File: src/rtl/pipe_ctrl_pkg.sv
// Shared definitions for the pipeline control slice.
// Holds the control FSM state encoding, the register-index width and
// the {En, Flush} pair that drives one pipeline register group.
package pipe_ctrl_pkg;

  localparam int REG_IDX_W = 5;

  typedef enum logic {
    RUN      = 1'b0,
    MUL_BUSY = 1'b1
  } state_e;

  // Enable and synchronous clear for one pipeline register group.
  typedef struct packed {
    logic en;
    logic flush;
  } preg_ctrl_t;

endpackage

File: src/rtl/hazard_detect.sv
// Combinational load-use hazard compare.
// Ports:
//   i_id_rs1, i_id_rs2           source register indices of the ID instruction
//   i_id_uses_rs1, i_id_uses_rs2 the ID instruction really reads that source
//   i_ex_rd                      destination register of the EX instruction
//   i_ex_mem_read                the EX instruction is a load
//   o_load_use                   ID must wait one cycle for the load data
module hazard_detect
  import pipe_ctrl_pkg::*;
(
  input  logic [REG_IDX_W-1:0] i_id_rs1,
  input  logic [REG_IDX_W-1:0] i_id_rs2,
  input  logic                 i_id_uses_rs1,
  input  logic                 i_id_uses_rs2,
  input  logic [REG_IDX_W-1:0] i_ex_rd,
  input  logic                 i_ex_mem_read,
  output logic                 o_load_use
);

  logic w_rd_nonzero;
  logic w_rs1_hit;
  logic w_rs2_hit;

  // x0 is hard-wired to zero, so a load targeting it never produces data to wait for.
  assign w_rd_nonzero = (i_ex_rd != '0);
  assign w_rs1_hit    = i_id_uses_rs1 && (i_id_rs1 == i_ex_rd);
  assign w_rs2_hit    = i_id_uses_rs2 && (i_id_rs2 == i_ex_rd);
  assign o_load_use   = i_ex_mem_read && w_rd_nonzero && (w_rs1_hit || w_rs2_hit);

endmodule

File: src/rtl/hazard_stall_ctrl.sv
// Pipeline stall/flush controller.
// Drives PC enable and the En/Flush pairs of the IF/ID, ID/EX and EX/MEM
// register groups. Handles taken-branch squashing, load-use bubbles and
// multi-cycle multiply stalls, and counts stalled cycles (saturating).
// Ports:
//   Clk, Rst                         clock, synchronous active-high reset
//   IdRs1/IdRs2, IdUsesRs1/IdUsesRs2 ID-stage source operands
//   ExRd, ExMemRead                  EX-stage destination / load flag
//   ExMulStart                       first EX cycle of a multiply
//   BranchTaken                      taken branch/jump resolved in EX
//   PcEn, *En, *Flush                pipeline register controls
//   MulBusy, MulDone                 multiply stall in progress / result valid pulse
//   StallCycles                      saturating count of cycles with PcEn=0
//
// state    | meaning
// RUN      | normal flow; branch, multiply start and load-use are evaluated
// MUL_BUSY | multiply occupying EX; front end held, bubbles sent to MEM
module hazard_stall_ctrl
  import pipe_ctrl_pkg::*;
#(
  parameter int MUL_LAT = 4,
  parameter int CNT_W   = 32
) (
  input  logic                 Clk,
  input  logic                 Rst,
  input  logic [REG_IDX_W-1:0] IdRs1,
  input  logic [REG_IDX_W-1:0] IdRs2,
  input  logic                 IdUsesRs1,
  input  logic                 IdUsesRs2,
  input  logic [REG_IDX_W-1:0] ExRd,
  input  logic                 ExMemRead,
  input  logic                 ExMulStart,
  input  logic                 BranchTaken,
  output logic                 PcEn,
  output logic                 IfIdEn,
  output logic                 IdExEn,
  output logic                 ExMemEn,
  output logic                 IfIdFlush,
  output logic                 IdExFlush,
  output logic                 ExMemFlush,
  output logic                 MulBusy,
  output logic                 MulDone,
  output logic [CNT_W-1:0]     StallCycles
);

  // The start cycle is the first of MUL_LAT-1 stall cycles, so the busy
  // state only has to cover the remaining MUL_LAT-2 of them.
  localparam logic [3:0] MUL_INIT = 4'(MUL_LAT - 2);

  state_e           r_state;
  state_e           w_next_state;
  logic [3:0]       r_mul_cnt;
  logic [3:0]       w_next_cnt;
  logic             r_mul_done;
  logic             w_done_set;
  logic [CNT_W-1:0] r_stall_cnt;

  logic       w_load_use;
  logic       w_mul_stall;
  logic       w_pc_en;
  logic       w_mul_busy;
  preg_ctrl_t w_if_id;
  preg_ctrl_t w_id_ex;
  preg_ctrl_t w_ex_mem;

  hazard_detect u_hazard_detect (
    .i_id_rs1      (IdRs1),
    .i_id_rs2      (IdRs2),
    .i_id_uses_rs1 (IdUsesRs1),
    .i_id_uses_rs2 (IdUsesRs2),
    .i_ex_rd       (ExRd),
    .i_ex_mem_read (ExMemRead),
    .o_load_use    (w_load_use)
  );

  always_comb begin
    w_next_state = r_state;
    w_next_cnt   = r_mul_cnt;
    w_done_set   = 1'b0;
    w_mul_stall  = 1'b0;
    w_pc_en      = 1'b0;
    w_mul_busy   = 1'b0;
    w_if_id      = '0;
    w_id_ex      = '0;
    w_ex_mem     = '0;

    if (!Rst) begin
      case (r_state)
        RUN: begin
          if (BranchTaken) begin
            // Let the PC load the target while squashing the two younger instructions.
            w_pc_en  = 1'b1;
            w_if_id  = '{en: 1'b1, flush: 1'b1};
            w_id_ex  = '{en: 1'b1, flush: 1'b1};
            w_ex_mem = '{en: 1'b1, flush: 1'b0};
          end else if (ExMulStart) begin
            w_mul_stall = 1'b1;
            if (MUL_LAT == 2) begin
              w_done_set = 1'b1;
            end else begin
              w_next_state = MUL_BUSY;
              w_next_cnt   = MUL_INIT;
            end
          end else if (w_load_use) begin
            // Hold IF/ID and PC, inject one bubble into EX.
            w_if_id  = '{en: 1'b0, flush: 1'b0};
            w_id_ex  = '{en: 1'b1, flush: 1'b1};
            w_ex_mem = '{en: 1'b1, flush: 1'b0};
          end else begin
            w_pc_en  = 1'b1;
            w_if_id  = '{en: 1'b1, flush: 1'b0};
            w_id_ex  = '{en: 1'b1, flush: 1'b0};
            w_ex_mem = '{en: 1'b1, flush: 1'b0};
          end
        end
        MUL_BUSY: begin
          w_mul_stall = 1'b1;
          w_next_cnt  = r_mul_cnt - 4'd1;
          if (r_mul_cnt == 4'd1) begin
            w_next_state = RUN;
            w_done_set   = 1'b1;
          end
        end
        default: w_next_state = RUN;
      endcase

      // Multiply stall: front end frozen, EX held by the multiplier, MEM gets bubbles.
      if (w_mul_stall) begin
        w_pc_en    = 1'b0;
        w_mul_busy = 1'b1;
        w_if_id    = '{en: 1'b0, flush: 1'b0};
        w_id_ex    = '{en: 1'b0, flush: 1'b0};
        w_ex_mem   = '{en: 1'b1, flush: 1'b1};
      end
    end
  end

  always_ff @(posedge Clk) begin
    if (Rst) begin
      r_state     <= RUN;
      r_mul_cnt   <= '0;
      r_mul_done  <= 1'b0;
      r_stall_cnt <= '0;
    end else begin
      r_state    <= w_next_state;
      r_mul_cnt  <= w_next_cnt;
      r_mul_done <= w_done_set;
      if (!w_pc_en && (r_stall_cnt != '1)) begin
        r_stall_cnt <= r_stall_cnt + CNT_W'(1);
      end
    end
  end

  assign PcEn        = w_pc_en;
  assign IfIdEn      = w_if_id.en;
  assign IdExEn      = w_id_ex.en;
  assign ExMemEn     = w_ex_mem.en;
  assign IfIdFlush   = w_if_id.flush;
  assign IdExFlush   = w_id_ex.flush;
  assign ExMemFlush  = w_ex_mem.flush;
  assign MulBusy     = w_mul_busy;
  // Gated so that a reset landing on the done cycle still reads as zero.
  assign MulDone     = r_mul_done && !Rst;
  assign StallCycles = r_stall_cnt;

  // The front end is frozen during a multiply, so a branch cannot resolve here.
  a_no_branch_in_mul : assert property (@(posedge Clk) disable iff (Rst)
    !(r_state == MUL_BUSY && BranchTaken));

endmodule

File: config.mk
export PLATFORM = sky130hd
export DESIGN_NAME = hazard_stall_ctrl
export DESIGN_NICKNAME = d
export VERILOG_FILES = /design/src/rtl/pipe_ctrl_pkg.sv /design/src/rtl/hazard_detect.sv /design/src/rtl/hazard_stall_ctrl.sv
export SDC_FILE = /design/constraint.sdc
export NUM_CORES = 1
export LEC_CHECK = 0
export ABC_CLOCK_PERIOD_IN_PS = 2570
export CAP_MARGIN = 20
export CORE_MARGIN = 8
export CORE_UTILIZATION = 47
export CTS_CLUSTER_DIAMETER = 150
export DETAILED_ROUTE_END_ITERATION = 10
export PLACE_DENSITY_LB_ADDON = 0.05
export SLEW_MARGIN = 20
export SYNTH_ARGS = -nofsm -noshare
export SYNTH_HDL_FRONTEND = slang
export SYNTH_SLANG_ARGS = --single-unit
export TNS_END_PERCENT = 5
File: constraint.sdc
create_clock -name Clk -period 2.57 [get_ports Clk]
set_input_delay 0.514 -clock Clk [delete_from_list [all_inputs] [get_ports Clk]]
set_output_delay 0.514 -clock Clk [all_outputs]
set_load 0.02 [all_outputs]
==> results_dict.tcl <==
set metrics [dict create \
    status "finished clean" \
    rows 24 \
    p_sw_uw 367 \
    grt_pass1_wl_mm 9.85 \
    wl_met3_um 250 \
    cts_buffers 5 \
    dp_cells 381 \
    slew_headroom_pct 73.4 \
    path_class "in -> reg" \
    drt_first_pass_iters 4 \
    ys_warn_count 0 \
    dp_hpwl_mm 4.40 \
    hold_path_class "reg -> reg" \
    wl_mm 5.99 \
    core-area_um2 4350 \
    clkPwrFrac_pct 33.2 \
    start_kind "input port" \
    p_seq_share_pct 46.5 \
    required_ps 2810 \
    multi_input_area_um2 1320 \
    netlist_area_um2 2120 \
    switching_share_pct 27.9 \
    drt_iter0_markers 87 \
    yosys.area.top_type "dfxtp_1" \
    ios 63 \
    combPwrFrac_pct 20.3 \
    power.leakage_uw 0.00103 \
    internal_power_uw 949 \
    clkLatencyLatePin_ps 300 \
    viasPerCell 5.67 \
    most-common-layout-cells "clkdlybuf4s50_1, dfxtp_1, buf_4, a21oi_1, nor2_1" \
    cp.arrival_ps 2770 \
    p_per_area_nw_per_um2 428 \
    die-area_um2 6920 \
    num_vias 2205 \
    worstMarginPinSlew_ps 398 \
    synth_cell_types 45 \
    post-route-util_pct 70.5 \
    synth_nets 280 \
    synthCells 255 \
    fmax_mhz 395 \
    cts.sinks 38 \
    wl_met1_mm 2.76 \
    max-cap-violations 0 \
    wire_per_inst_um 15.4 \
    rsz0062_at_grt "yes" \
    async_flop_share_pct 0 \
    antenna_cells 0 \
    cts.path.max_buffers 2 \
    report.power.total_uw 1320 \
    clk_pin_slew_ps 80 \
    fillerInstances 350 \
    first_global_vias 2071 \
    final.min_clock_period_ps 2530 \
    clockRootBuffer "clkbuf_8" \
    drive_above_1_share_pct 16.0 \
    track_usage_pct 16.6 \
    area_growth_pct 44.8 \
    route.met2.wl_mm 2.88 \
    htreeDepth 2 \
    gp_congestion 0.818 \
    setup_total_negative_slack_ps 0 \
    finalCritPeriodShare_pct 98.6 \
    nNetsFinal 361 \
    setup_viol 0 \
    ir_worst_vdd_mv 0.286 \
    final_hold_viol_count 0 \
    final_cells 389 \
    ant_nets 0 \
    drc 0 \
    cts_tree "done" \
    gr-total-overflow 0 \
    initial_core_util_pct 48.7 \
    yosysSeqAreaShare_pct 35.9 \
    top_layer_used "met4" \
    regArea_um2 761 \
    synth_enable_flop_cells 0 \
    die_h_um 83.2 \
    grt_max_degree 35 \
    skew_ps 8.83 \
    synth_area_per_cell_um2 8.32 \
    synth_top_area_share_pct 35.9 \
    finalMaxSlewViolations 0 \
    antenna_found_initial 0 \
    cp-end-kind "flop" \
    worstPathMaxFanout 11 \
    synthTopCellsByArea "dfxtp_1, a21oi_1, or4_1" \
    ys.flop_type "dfxtp_1" \
    ys_ff_latch 38 \
    fp.dieW_um 83.2 \
    io_buffers 62 \
    layout_commonest_cell "clkdlybuf4s50_1" \
]
[flip-flops by register name (all words and copies together), names as in the netlist]
| signal | flops |
|---|---|
| StallCycles | 32 |
| r_mul_cnt | 4 |
| r_mul_done | 1 |
| r_state | 1 |
[power groups by stage]
| stage | clock, uW | sequential [uW] | combinational (uW) |
|---|---|---|---|
| floorplan | 0 | 635 | 129 |
| global route | 470 | 614 | 290 |
| finish | 436 | 611 | 268 |
| CTS | 445 | 611 | 252 |
| detailed placement | 0 | 625 | 255 |
| global placement | 0 | 625 | 251 |
[metrics by stage]
stage                     hold slack (ps)  setup WS, ps  area [um^2]
after floorplan                       449           319         2130
after global placement                469          -369         2910
after detailed placement              469          -406         2910
after CTS                             484          26.1         3000
after global routing                  520         -63.8         3070
final                                 483          37.1         3070
[synthesized netlist by cell type, drive strengths merged, types with 3 or more instances]
master,instances
a21oi,26
and3,3
and4,4
buf,9
clkbuf,5
dfxtp,38
ha,3
inv,6
mux2,3
nand2,16
nand3,15
nand4,14
nor2,18
nor2b,4
nor3,5
o21a,3
o21ai,16
o31ai,10
or3,13
or4,13
xnor2,10
[worst paths after layout]
path / start / endpoint / slack (ps) / cells past startpoint
hold / removal: r_mul_cnt[3]$_SDFFE_PP0P_ / r_mul_cnt[3]$_SDFFE_PP0P_ / 480 / 1
hold reg to reg: r_mul_cnt[3]$_SDFFE_PP0P_ / r_mul_cnt[3]$_SDFFE_PP0P_ / 480 / 1
setup / recovery: ExRd[3] / StallCycles[5]$_SDFFE_PP0P_ / 40 / 11
setup reg to reg: StallCycles[7]$_SDFFE_PP0P_ / StallCycles[9]$_SDFFE_PP0P_ / 280 / 8
[area by class of cell]
class	count	share of cell area, %
multi-input cells	197	42.8
repair buffers	88	26.5
well taps	52	2.12
clock inverters	2	0.407
flip-flops and latches	38	24.8
clock buffers	6	2.69
inverters	6	0.733
[metal layers]
metal  track usage, %  vias up
li1                 -     1121
met4             5.43        0
met2             27.7       52
met1             20.2     1021
met3             4.30       11
met5                0        -
[kinds of logic (layout without fill, tap and decap cells)]
family          after synthesis  count (layout)  synth area share, %
mux                           5               5                 2.71
buf+inv                      20             102                 5.66
xor+xnor                     12              12                 4.96
simple gates                114             114                 31.0
compound gates               63              63                 18.0
fa+ha+maj                     3               3                 1.77
flops                        38              38                 35.9
[what timing repair did]
action                                  CTS  global route
pin swaps                                 0             3
hold buffers                              0             0
buffers inserted                          0             0
endpoints found under the setup margin    4            30
gates resized for setup                  17            14
[worst max-delay path: stages]
cell and delay [ps]:
clkdlybuf4s50_1 480, buf_4 130, xnor2_2 100, nand4_1 140, buf_4 180, o221ai_4 160, buf_4 160, nand3_4 90
buf_6 150, or4_1 490, a21oi_2 150
Note: power is estimated with default switching activity, not from simulation.
